**src/rtl/palette_fade_ctrl.sv**
```systemverilog
// palette_fade_ctrl: 16-entry RGB444 palette with a two-stage brightness-scaled
// pixel path and a frame-paced fade sequencer for scene transitions.
module palette_fade_ctrl #(
    parameter int unsigned STEP_FRAMES = 4,
    parameter int unsigned NUM_ENTRIES = 16
) (
    input  logic        clk,
    input  logic        rst_n,
    input  logic        vsync_pulse,
    input  logic        fade_out_req,
    input  logic        fade_in_req,
    output logic        busy,
    output logic [3:0]  level,
    input  logic        cfg_we,
    input  logic [3:0]  cfg_addr,
    input  logic [11:0] cfg_data,
    input  logic        pix_valid,
    input  logic [3:0]  pix_index,
    output logic        pix_out_valid,
    output logic [3:0]  red,
    output logic [3:0]  green,
    output logic [3:0]  blue
);

    typedef enum logic [1:0] {
        BRIGHT,
        FADING_OUT,
        DARK,
        FADING_IN
    } state_t;

    state_t      state;
    logic [7:0]  frame_cnt;
    logic [7:0]  frame_cnt_inc;
    logic        step_due;

    logic [11:0] pal [NUM_ENTRIES];
    logic        s1_valid;
    logic [11:0] s1_rgb;

    logic [4:0]  level_p1;
    logic [7:0]  prod_r;
    logic [7:0]  prod_g;
    logic [7:0]  prod_b;

    // Frame counting helpers shared by both fade directions
    always_comb begin
        frame_cnt_inc = frame_cnt + 8'd1;
        step_due      = (frame_cnt_inc == 8'(STEP_FRAMES));
    end

    // Fade sequencer: level steps once per STEP_FRAMES frame starts
    always_ff @(posedge clk or negedge rst_n) begin
        if (!rst_n) begin
            state     <= BRIGHT;
            level     <= 4'd15;
            frame_cnt <= '0;
            busy      <= 1'b0;
        end else begin
            case (state)
                BRIGHT: begin
                    if (fade_out_req) begin
                        state     <= FADING_OUT;
                        busy      <= 1'b1;
                        frame_cnt <= '0;
                    end
                end
                FADING_OUT: begin
                    if (vsync_pulse) begin
                        if (step_due) begin
                            frame_cnt <= '0;
                            level     <= level - 4'd1;
                            if (level == 4'd1) begin
                                state <= DARK;
                                busy  <= 1'b0;
                            end
                        end else begin
                            frame_cnt <= frame_cnt_inc;
                        end
                    end
                end
                DARK: begin
                    if (fade_in_req) begin
                        state     <= FADING_IN;
                        busy      <= 1'b1;
                        frame_cnt <= '0;
                    end
                end
                FADING_IN: begin
                    if (vsync_pulse) begin
                        if (step_due) begin
                            frame_cnt <= '0;
                            level     <= level + 4'd1;
                            if (level == 4'd14) begin
                                state <= BRIGHT;
                                busy  <= 1'b0;
                            end
                        end else begin
                            frame_cnt <= frame_cnt_inc;
                        end
                    end
                end
                default: begin
                    state <= BRIGHT;
                    level <= 4'd15;
                    busy  <= 1'b0;
                end
            endcase
        end
    end

    // Palette storage; reset restores the grayscale ramp
    always_ff @(posedge clk or negedge rst_n) begin
        if (!rst_n) begin
            for (int unsigned i = 0; i < NUM_ENTRIES; i++) begin
                pal[i] <= {3{4'(i)}};
            end
        end else if (cfg_we) begin
            pal[cfg_addr] <= cfg_data;
        end
    end

    // Stage 1: palette lookup (same-edge write returns the old entry)
    always_ff @(posedge clk or negedge rst_n) begin
        if (!rst_n) begin
            s1_valid <= 1'b0;
            s1_rgb   <= '0;
        end else begin
            s1_valid <= pix_valid;
            s1_rgb   <= pal[pix_index];
        end
    end

    // Brightness scaling: c * (level + 1) in 8 bits, upper nibble kept
    always_comb begin
        level_p1 = {1'b0, level} + 5'd1;
        prod_r   = {4'b0000, s1_rgb[11:8]} * {3'b000, level_p1};
        prod_g   = {4'b0000, s1_rgb[7:4]}  * {3'b000, level_p1};
        prod_b   = {4'b0000, s1_rgb[3:0]}  * {3'b000, level_p1};
    end

    // Stage 2: scaled RGB output, forced to zero when not valid
    always_ff @(posedge clk or negedge rst_n) begin
        if (!rst_n) begin
            pix_out_valid <= 1'b0;
            red           <= '0;
            green         <= '0;
            blue          <= '0;
        end else begin
            pix_out_valid <= s1_valid;
            if (s1_valid) begin
                red   <= prod_r[7:4];
                green <= prod_g[7:4];
                blue  <= prod_b[7:4];
            end else begin
                red   <= '0;
                green <= '0;
                blue  <= '0;
            end
        end
    end

endmodule

```
**config.mk**
```make
export PLATFORM = sky130hd
export DESIGN_NAME = palette_fade_ctrl
export DESIGN_NICKNAME = d
export VERILOG_FILES = /design/src/rtl/palette_fade_ctrl.sv
export SDC_FILE = /design/constraint.sdc
export NUM_CORES = 1
export LEC_CHECK = 0
export CAP_MARGIN = 10
export CELL_PAD_IN_SITES_DETAIL_PLACEMENT = 1
export CELL_PAD_IN_SITES_GLOBAL_PLACEMENT = 1
export CORE_MARGIN = 5
export CORE_UTILIZATION = 50
export DETAILED_ROUTE_END_ITERATION = 10
export PLACE_DENSITY_LB_ADDON = 0.25
export SYNTH_ARGS = -nofsm -noshare
export SYNTH_HDL_FRONTEND = slang
export SYNTH_SLANG_ARGS = --single-unit
```
**constraint.sdc**
```tcl
create_clock -name clk -period 10 [get_ports clk]
set_input_delay 2 -clock clk [delete_from_list [all_inputs] [get_ports clk]]
set_output_delay 2 -clock clk [all_outputs]
set_load 0.05 [all_outputs]
```
Word-level counts from Yosys, hierarchy flattened

Cells that the tools add are included.
Widths: inputs -> output; s select.

Flip-flop bits (word level): 233

$mul: 3
Add/sub/neg operators: 4
Reduce and logical (&&, ||, !) cells: 7
Multiplexer cells: 37
Bitwise logic cells: 2
Equality and inequality tests: 15
Magnitude comparators: 3

Operator list:

| operator            | count |
|---|---|
| $bwmux 192          | 1 |
| $bmux 12 s4         | 1 |
| $demux 12 s4        | 1 |
| $mux 12             | 3 |
| $mux 8              | 4 |
| $mux 4              | 7 |
| $mul 4x5->8         | 3 |
| $pmux 8 s3          | 1 |
| $mux 2              | 8 |
| $ne 2x2->1 const B  | 8 |
| $ge 5x5->1 const B  | 2 |
| $not 4->5           | 2 |
| $add 8x1->8 const B | 1 |
| $eq 8x3->1 const B  | 1 |
| $mux 1              | 8 |
| $pmux 2 s4          | 1 |
| $pmux 4 s2          | 1 |
| $reduce_and 8->1    | 1 |
| $add 4x1->5 const B | 1 |
| $lt 5x1->1 const B  | 1 |
| $reduce_and 5->1    | 1 |
| $add 4x1->4 const B | 1 |
| $eq 2x2->1 const B  | 2 |
| $eq 4x1->1 const B  | 1 |
| 10 further kinds    | 10 |

Logic depth before layout (Yosys ltp)

Gate-level depths: netlist of the first run.

Word-level depth: 6
Mapped depth: 15
Depth with buffers taken out: 13

Worst setup path after synthesis of the first run

OpenSTA, ideal clock, no wires.

Path type: reg2reg
Start point: register level[0]
End point: register blue[2]
Buffers on the path: 2
Slack: 5.981 ns
Stages on the path, launching flop included: 16
Arrival time: 3.900 ns
Clock period less this slack: 4.019 ns
Data required time: 9.881 ns
Cell sequence: dfstp_2 > buf_2 > inv_1 > ha_1 > clkbuf_1 > and2_1 > fa_1 > inv_1 > fa_1 > inv_1 > ha_1 > a21o_1 > a31o_2 > a21oi_1 > xnor2_1 > and2_1

Word-level cells in the longest chain between the ends: 3

RTL lines:

| element                  | line | source |
|---|---|---|
| start: declaration       | 13   | `output logic [3:0] level,` |
| start signal: assignment | 72   | `level <= level - 4'd1;` |
| start signal: assignment | 93   | `level <= level + 4'd1;` |
| $add 4x1->5              | 136  | `level_p1 = {1'b0, level} + 5'd1;` |
| named net level_p1[0]    | 41   | `logic [4:0] level_p1;` |
| $mul 4x5->8              | 139  | `prod_b = {4'b0000, s1_rgb[3:0]} * {3'b000, level_p1};` |
| $mux 4                   | 151  | `if (s1_valid) begin` |
| end signal: assignment   | 154  | `blue <= prod_b[7:4];` |
| end: declaration         | 22   | `output logic [3:0] blue` |

The timed path passes the listed nets, and every way through them passes these cells.
A chain may end at the register's enable or synchronous reset.

Worst setup path in the final report of the first run

Start point: register level[0]
End point: register blue[2]

Word-level cells in the longest chain between the ends: 3

RTL lines:

| element     | line |
|---|---|
| $add 4x1->5 | 136 |
| $mul 4x5->8 | 139 |
| $mux 4      | 151 |

No other way between the ends.

==> results of run 1 <==
path summary, 6_finish.rpt:
kind                            slack (ns)  cells past startpoint                  endpoint                     start
worst max-delay path                  5.71                     12         blue[2]$_DFF_PN0_      level[0]$_DFFE_PN1P_
worst min register to register        0.48                      1  frame_cnt[7]$_DFFE_PN0P_  frame_cnt[7]$_DFFE_PN0P_
max in group asynchronous             6.90                      2       pal[68]$_DFFE_PN0P_                     rst_n
worst max register to register        5.71                     12         blue[2]$_DFF_PN0_      level[0]$_DFFE_PN1P_
worst min-delay path                  0.48                      1  frame_cnt[7]$_DFFE_PN0P_  frame_cnt[7]$_DFFE_PN0P_
min in group asynchronous             1.48                      1      state[1]$_DFFE_PN0P_                     rst_n
worst register-to-register path, cell delays in order (launching register included):
cell and delay (ns):
dfstp_2 0.69, ha_1 0.25, xor2_1 0.77, nand2_1 0.18
fa_1 0.53, inv_1 0.06, fa_1 0.49, ha_1 0.32
and4_1 0.21, a31o_2 0.27, a21oi_1 0.19, xnor2_1 0.08
and2_1 0.15
layer usage:
metal	GRT usage, %	up-vias
met5	0	-
li1	-	3005
met3	3.54	39
met1	27.3	3653
met4	4.46	0
met2	38.5	114
registers in the layout (all words and copies together), names as in the netlist:
name,count
state,2
frame_cnt,8
green,4
s1_valid,1
pal,192
blue,4
red,4
level,4
s1_rgb,12
busy,1
pix_out_valid,1
stage by stage:
stage | cells | power [mW] | utilization, %
after floorplan | 814 | 2.02 | -
after global placement | 1132 | 2.22 | 53.2
after detailed placement | 1135 | 2.32 | 53.3
after CTS | 1185 | 3.36 | 57.2
after global routing | 1190 | 3.52 | 57.5
final | 1190 | 3.32 | 57.5
synthesized netlist by cell type (all sizes together) (2+ instances only):
cell    instances  area (sq um)
mux4           60          1360
mux2          193          2180
fa             15           300
dfstp         100          2630
nand2          34           128
and3            2          12.5
a31o            3          26.3
and4            4          35.0
inv            24          90.1
nand3          14          75.1
dfrtp         133          3330
a21o            4          30.0
nand3b          2          15.0
xnor2          16           140
and3b           4          35.0
xor2            5          43.8
nor2           15          63.8
buf            25           156
a21oi          14          70.1
nor2b           6          37.5
ha             38           475
nand4           4          25.0
clkbuf         24          90.1
nand2b         12          75.1
and2           34           213
o31ai           5          37.5
o21ai           8          43.8
logic make-up after synthesis:
| kind of cell | Yosys count |
|---|---|
| flops | 233 |
| fa+ha+maj | 53 |
| buf+inv | 73 |
| mux | 254 |
| compound gates | 42 |
| simple gates | 138 |
| xor+xnor | 21 |
placed cells by master (no fill, tap or decap), drive strengths merged, types with 5 or more instances in the layout:
master	synthesis	final
mux2	193	193
dfrtp	133	133
dfstp	100	100
mux4	60	60
clkdlybuf4s50	0	41
clkbuf	24	41
ha	38	38
and2	34	34
nand2	34	34
inv	24	25
xnor2	16	16
fa	15	15
nor2	15	15
buf	25	15
a21oi	14	14
nand3	14	14
nand2b	12	12
o21ai	8	8
nor2b	6	6
xor2	5	5
o31ai	5	5
layout make-up:
type,count,share of cell area [%]
flip-flops and latches,233,44.3
multi-input cells,508,41.2
clock buffers,41,5.64
repair buffers,56,4.01
well taps,319,2.97
clock inverters,9,1.21
inverters,24,0.670
report_power, final:
group | internal [mW] | switching, mW
Sequential | 1.24 | 0.156
Clock | 0.628 | 0.389
Combinational | 0.445 | 0.466
==> impl_metrics.toml, run 1 <==
[worst_setup_path]
path_class = "reg -> reg"
path_cells = "ha_1 > xor2_1 > nand2_1 > fa_1 > inv_1 > fa_1 > ha_1 > and4_1 > a31o_2 > a21oi_1 > xnor2_1 > and2_1"
cp.required_ns = 10.43
critPathTopFamily = "adder cells"
crit_fanout = 12
max_stage_delay_ns = 0.77
cp-start-kind = "flop"
crit_buf_inv = 1
critPathArrivalTime_ns = 4.72
endpoint_kind = "flop"
slowest_stage = "xor2_1"

[synth]
yosysSeqAreaShare_pct = 50.3
netlist_area_sq_mm = 0.0118
synth_top_family_by_area = "multiplexers"
yosys-mux-area-fraction_pct = 29.9
yosys_register_bits = 233
synth_xor_xnor_area_share_pct = 1.55
syn-mean-instance-area_sq_um = 14.5
synth_edf_count = 0
yosys_warnings = 0
postSynthCellCount = 814
syn-num-nets = 894
ys_types = 52
synth_flop_cell = "dfrtp_1"
synthAdderAreaFrac_pct = 6.56
async_flop_share_pct = 100
synth_compound_gate_area_share_pct = 2.29
synthSimpleGateAreaFrac_pct = 6.48

[layout]
design_area_sq_mm = 0.0134
areaGrowthSynthToFinish_pct = 13.6
filler_cell_count = 2258
final_nets = 930
seqCellArea_sq_mm = 0.00596
multi_input_comb_area_sq_mm = 0.00554
diodes = 0
final_layout_size_suffix_gt1_share_pct = 37.8

[floorplan]
rows = 56
die_h_um = 164
core-area_sq_mm = 0.0234
die-area_sq_mm = 0.0268
initial_core_util_pct = 50.6
pin_count = 45
die_w_um = 164

[clock_tree]
cts_setup_buffers = 0
cts_buffers = 27
htreeDepth = 1
cts_tree = "yes"
clockBufferDepth = 3
cts_hold_buffers = 0
numClockSinks = 233
ctsResizeCount = 0
root_buffer = "clkbuf_16"
clock_latency_ns = 0.54
clk_pin_slew_ns = 0.06

[sta]
slew_headroom_pct = 18.7
period_share_pct = 42.9
slew_viol_final = 0
worstMarginPinSlew_ns = 1.22
rsz0062_at_grt = "no"
worst_clock_skew_ns = 0.0120
fin_tns_setup_ns = 0
setup_viol = 0
fin_crit_ns = 4.29
worst_slack_ns = 5.71
fmax_mhz = 233
hold_violations = 0
whs_ns = 0.480

[route]
drt-pass1-iter-count = 4
post_drt_wl_per_cell_um = 22.8
viasPerCell = 5.72
wl_met2_mm = 14.2
remaining_drc_errors = 0
wl_met1_mm = 11.4
routed.top_layer = "met4"
via_count = 6811
route.met3.wl_mm = 1.02
drt_iter0_drc = 296
drt-total-wl_mm = 27.2
ant_nets = 0

[placed_design]
place_congestion = 0.788
place_area_sq_mm = 0.0125
numPortBuffers = 44
place_hpwl_mm = 18.3
place_ws_ns = 5.67

[global_route]
overflow = 0
grt_max_degree = 112
antenna_found_initial = 0
grt_usage_pct = 21.4
first_global_vias = 8063
grt_pass1_wl_mm = 45.0

[power]
leakage_nw = 5.71
peakVddDrop_mv = 0.214
p_per_area_mw_per_mm2 = 247

[min_path]
hold_class = "reg -> reg"

[run_status]
status = "completed"

[flow_run]
maxCapViolCount = 0
Power figures use the tool's default switching activity.
==> run 2: changes to the inputs <==
--- a/config.mk
+++ b/config.mk
@@ -9,7 +9,7 @@
 export CELL_PAD_IN_SITES_DETAIL_PLACEMENT = 1
 export CELL_PAD_IN_SITES_GLOBAL_PLACEMENT = 1
 export CORE_MARGIN = 5
-export CORE_UTILIZATION = 50
+export CORE_UTILIZATION = 47
 export DETAILED_ROUTE_END_ITERATION = 10
 export PLACE_DENSITY_LB_ADDON = 0.25
 export SYNTH_ARGS = -nofsm -noshare
==> constraint.sdc (replaced) <==
create_clock -name clk -period 3.53 [get_ports clk]
set_input_delay 0.706 -clock clk [delete_from_list [all_inputs] [get_ports clk]]
set_output_delay 0.706 -clock clk [all_outputs]
set_load 0.05 [all_outputs]
==> run 2 against run 1 <==
Sequential share of layout area fell by 1.5 points. Core utilization down 1.7 points. Worst hold slack got worse by 0.34 ns. Final area increased by 3.5%. Critical path depth rose by 1. Non-clock buffer count is 33 higher. Clock skew grew 0.0040 ns. Cell count rose by 3.8%. Die area increased by 6.0%. Register-to-register slack got worse by 5.7 ns. Total power rose to 2.9 times the previous value. Largest cell class unchanged. Largest power group unchanged.
==> impl_metrics.toml, run 2 (synthesized netlist as in run 1, its figures left out) <==
[clock_tree]
cts_tree = "yes"
clk_pin_slew_ns = 0.06
cts_buffers = 27
htreeDepth = 1
clockBufferDepth = 3
clock_latency_ns = 0.55
numClockSinks = 233
root_buffer = "clkbuf_16"

[layout]
largest_reg_flops = 192
areaGrowthSynthToFinish_pct = 17.6
filler_cell_count = 2379
regMostFlops = "pal"
final_common_cell = "dfrtp_1"
top_regs = "pal: 192 flops, s1_rgb: 12 flops, frame_cnt: 8 flops"
final_nets = 963
design_area_sq_mm = 0.0139
final_cell_mix = "dfrtp_1, mux2_2, dfstp_2"
final_layout_size_suffix_gt1_share_pct = 43.9
final_util_pct = 55.7

[route]
drt-total-wl_mm = 28.5
post_drt_wl_per_cell_um = 23.1
remaining_drc_errors = 0
drt-pass1-iter-count = 4
viasPerCell = 5.65
via_count = 6978
ant_nets = 0
drt_iter0_drc = 323

[floorplan]
die_h_um = 169
die_w_um = 169
die-area_sq_mm = 0.0284
rows = 58
initial_core_util_pct = 47.4
core-area_sq_mm = 0.0250
pin_count = 45

[sta]
slew_viol_final = 0
setup_viol = 0
hold_violations = 0
worst_clock_skew_ns = 0.0161
fmax_mhz = 287
fin_tns_setup_ns = 0
worstMarginPinSlew_ns = 0.725
fin_crit_ns = 3.49
rsz0062_at_grt = "yes"
worst_slack_ns = 0.0423
period_share_pct = 98.8
slew_headroom_pct = 51.6

[power]
leakage_nw = 5.90
p_total_mw = 9.65
peakVddDrop_mv = 0.455
p_per_area_mw_per_mm2 = 694

[flow_run]
maxCapViolCount = 0

[worst_setup_path]
critPathArrivalTime_ns = 3.91
slowest_stage = "dfstp_4"
cp-start-kind = "flop"
cp.required_ns = 3.95
cpMostUsedCell = "fa_1"
path_cells = "inv_2 > ha_4 > buf_6 > nand2_2 > fa_1 > inv_1 > fa_1 > ha_1 > and4_4 > a31o_4 > nand3_2 > a21oi_1 > and3b_1"
path_class = "reg -> reg"
crit_fanout = 6
crit_buf_inv = 3
critPathTopFamily = "adder cells"
max_stage_delay_ns = 0.65
endpoint_kind = "flop"

[placed_design]
numPortBuffers = 44
place_hpwl_mm = 19.1
place_ws_ns = -0.0797
place_area_sq_mm = 0.0129
place_congestion = 0.843

[global_route]
grt_max_degree = 93
grt_pass1_wl_mm = 45.4
first_global_vias = 7883
grt_usage_pct = 20.3
overflow = 0
antenna_found_initial = 1

[run_status]
status = "completed"

[min_path]
hold_class = "in -> async"
## run 2: changes by cell type in the layout (fill, tap and decap cells not counted), sizes merged
cell / before / now
buf: 15 / 48
bufinv: 4 / 0
clkbuf: 41 / 43
clkinv: 3 / 4
clkinvlp: 1 / 2
diode: 0 / 1
## run 2: path summary, 6_finish.rpt
| check | slack [ns] | from | endpoint | cells after the start |
|---|---|---|---|---|
| worst max register to register | 0.04 | level[1]$_DFFE_PN1P_ | blue[3]$_DFF_PN0_ | 13 |
| worst max-delay path | 0.04 | level[1]$_DFFE_PN1P_ | blue[3]$_DFF_PN0_ | 13 |
| worst min register to register | 0.49 | pal[99]$_DFFE_PN0P_ | pal[99]$_DFFE_PN0P_ | 1 |
| max in group asynchronous | 2.38 | rst_n | pal[153]$_DFFE_PN1P_ | 2 |
| min in group clk | 0.49 | pal[99]$_DFFE_PN0P_ | pal[99]$_DFFE_PN0P_ | 1 |
| worst min-delay path | 0.14 | rst_n | frame_cnt[3]$_DFFE_PN0P_ | 1 |
## run 2: area by class of cell
cell class	count	area (sq um)	area share (%)
Antenna cell	1	2.50	0.0180
Timing Repair Buffer	89	821	5.90
Sequential cell	233	5960	42.8
Inverter	24	92.6	0.666
Clock inverter	7	53.8	0.387
Clock buffer	43	826	5.94
Multi-Input combinational cell	508	5740	41.3
Tap cell	330	413	2.97
## run 2: worst reg2reg max path: stages (launching register included)
cell and delay, ns:
dfstp_4 0.65, inv_2 0.06, ha_4 0.32, buf_6 0.14
nand2_2 0.06, fa_1 0.51, inv_1 0.05, fa_1 0.44
ha_1 0.30, and4_4 0.23, a31o_4 0.17, nand3_2 0.09
a21oi_1 0.15, and3b_1 0.19
## run 2: per-stage QoR
stage / hold slack, ns / cells
floorplan: 0.379 / 814
global placement: 0.462 / 1172
detailed placement: 0.476 / 1172
CTS: 0.193 / 1225
global route: 0.192 / 1234
finish: 0.139 / 1235
## run 2: metal layers
layer,share of wire [%],vias up,global-route usage [%]
li1,-,3077,-
met1,40,3720,25.1
met2,54,135,37.3
met3,4.0,46,3.27
met4,2.3,0,4.59
met5,0,-,0
## run 2: timing repair
| action | CTS | global route |
|---|---|---|
| buffers inserted | 2 | 9 |
| hold buffers | 0 | 0 |
| gates cloned | 1 | 0 |
| resized for setup | 4 | 18 |
| pin swaps | 0 | 5 |
| endpoints found under the setup margin | 5 | 7 |
## run 2: where the power goes
part | internal (mW) | total (mW) | switching, mW
logic | 1.55 | 3.02 | 1.47
clock network | 1.60 | 2.70 | 1.09
registers | 3.50 | 3.94 | 0.431
total | 6.66 | 9.65 | 2.99
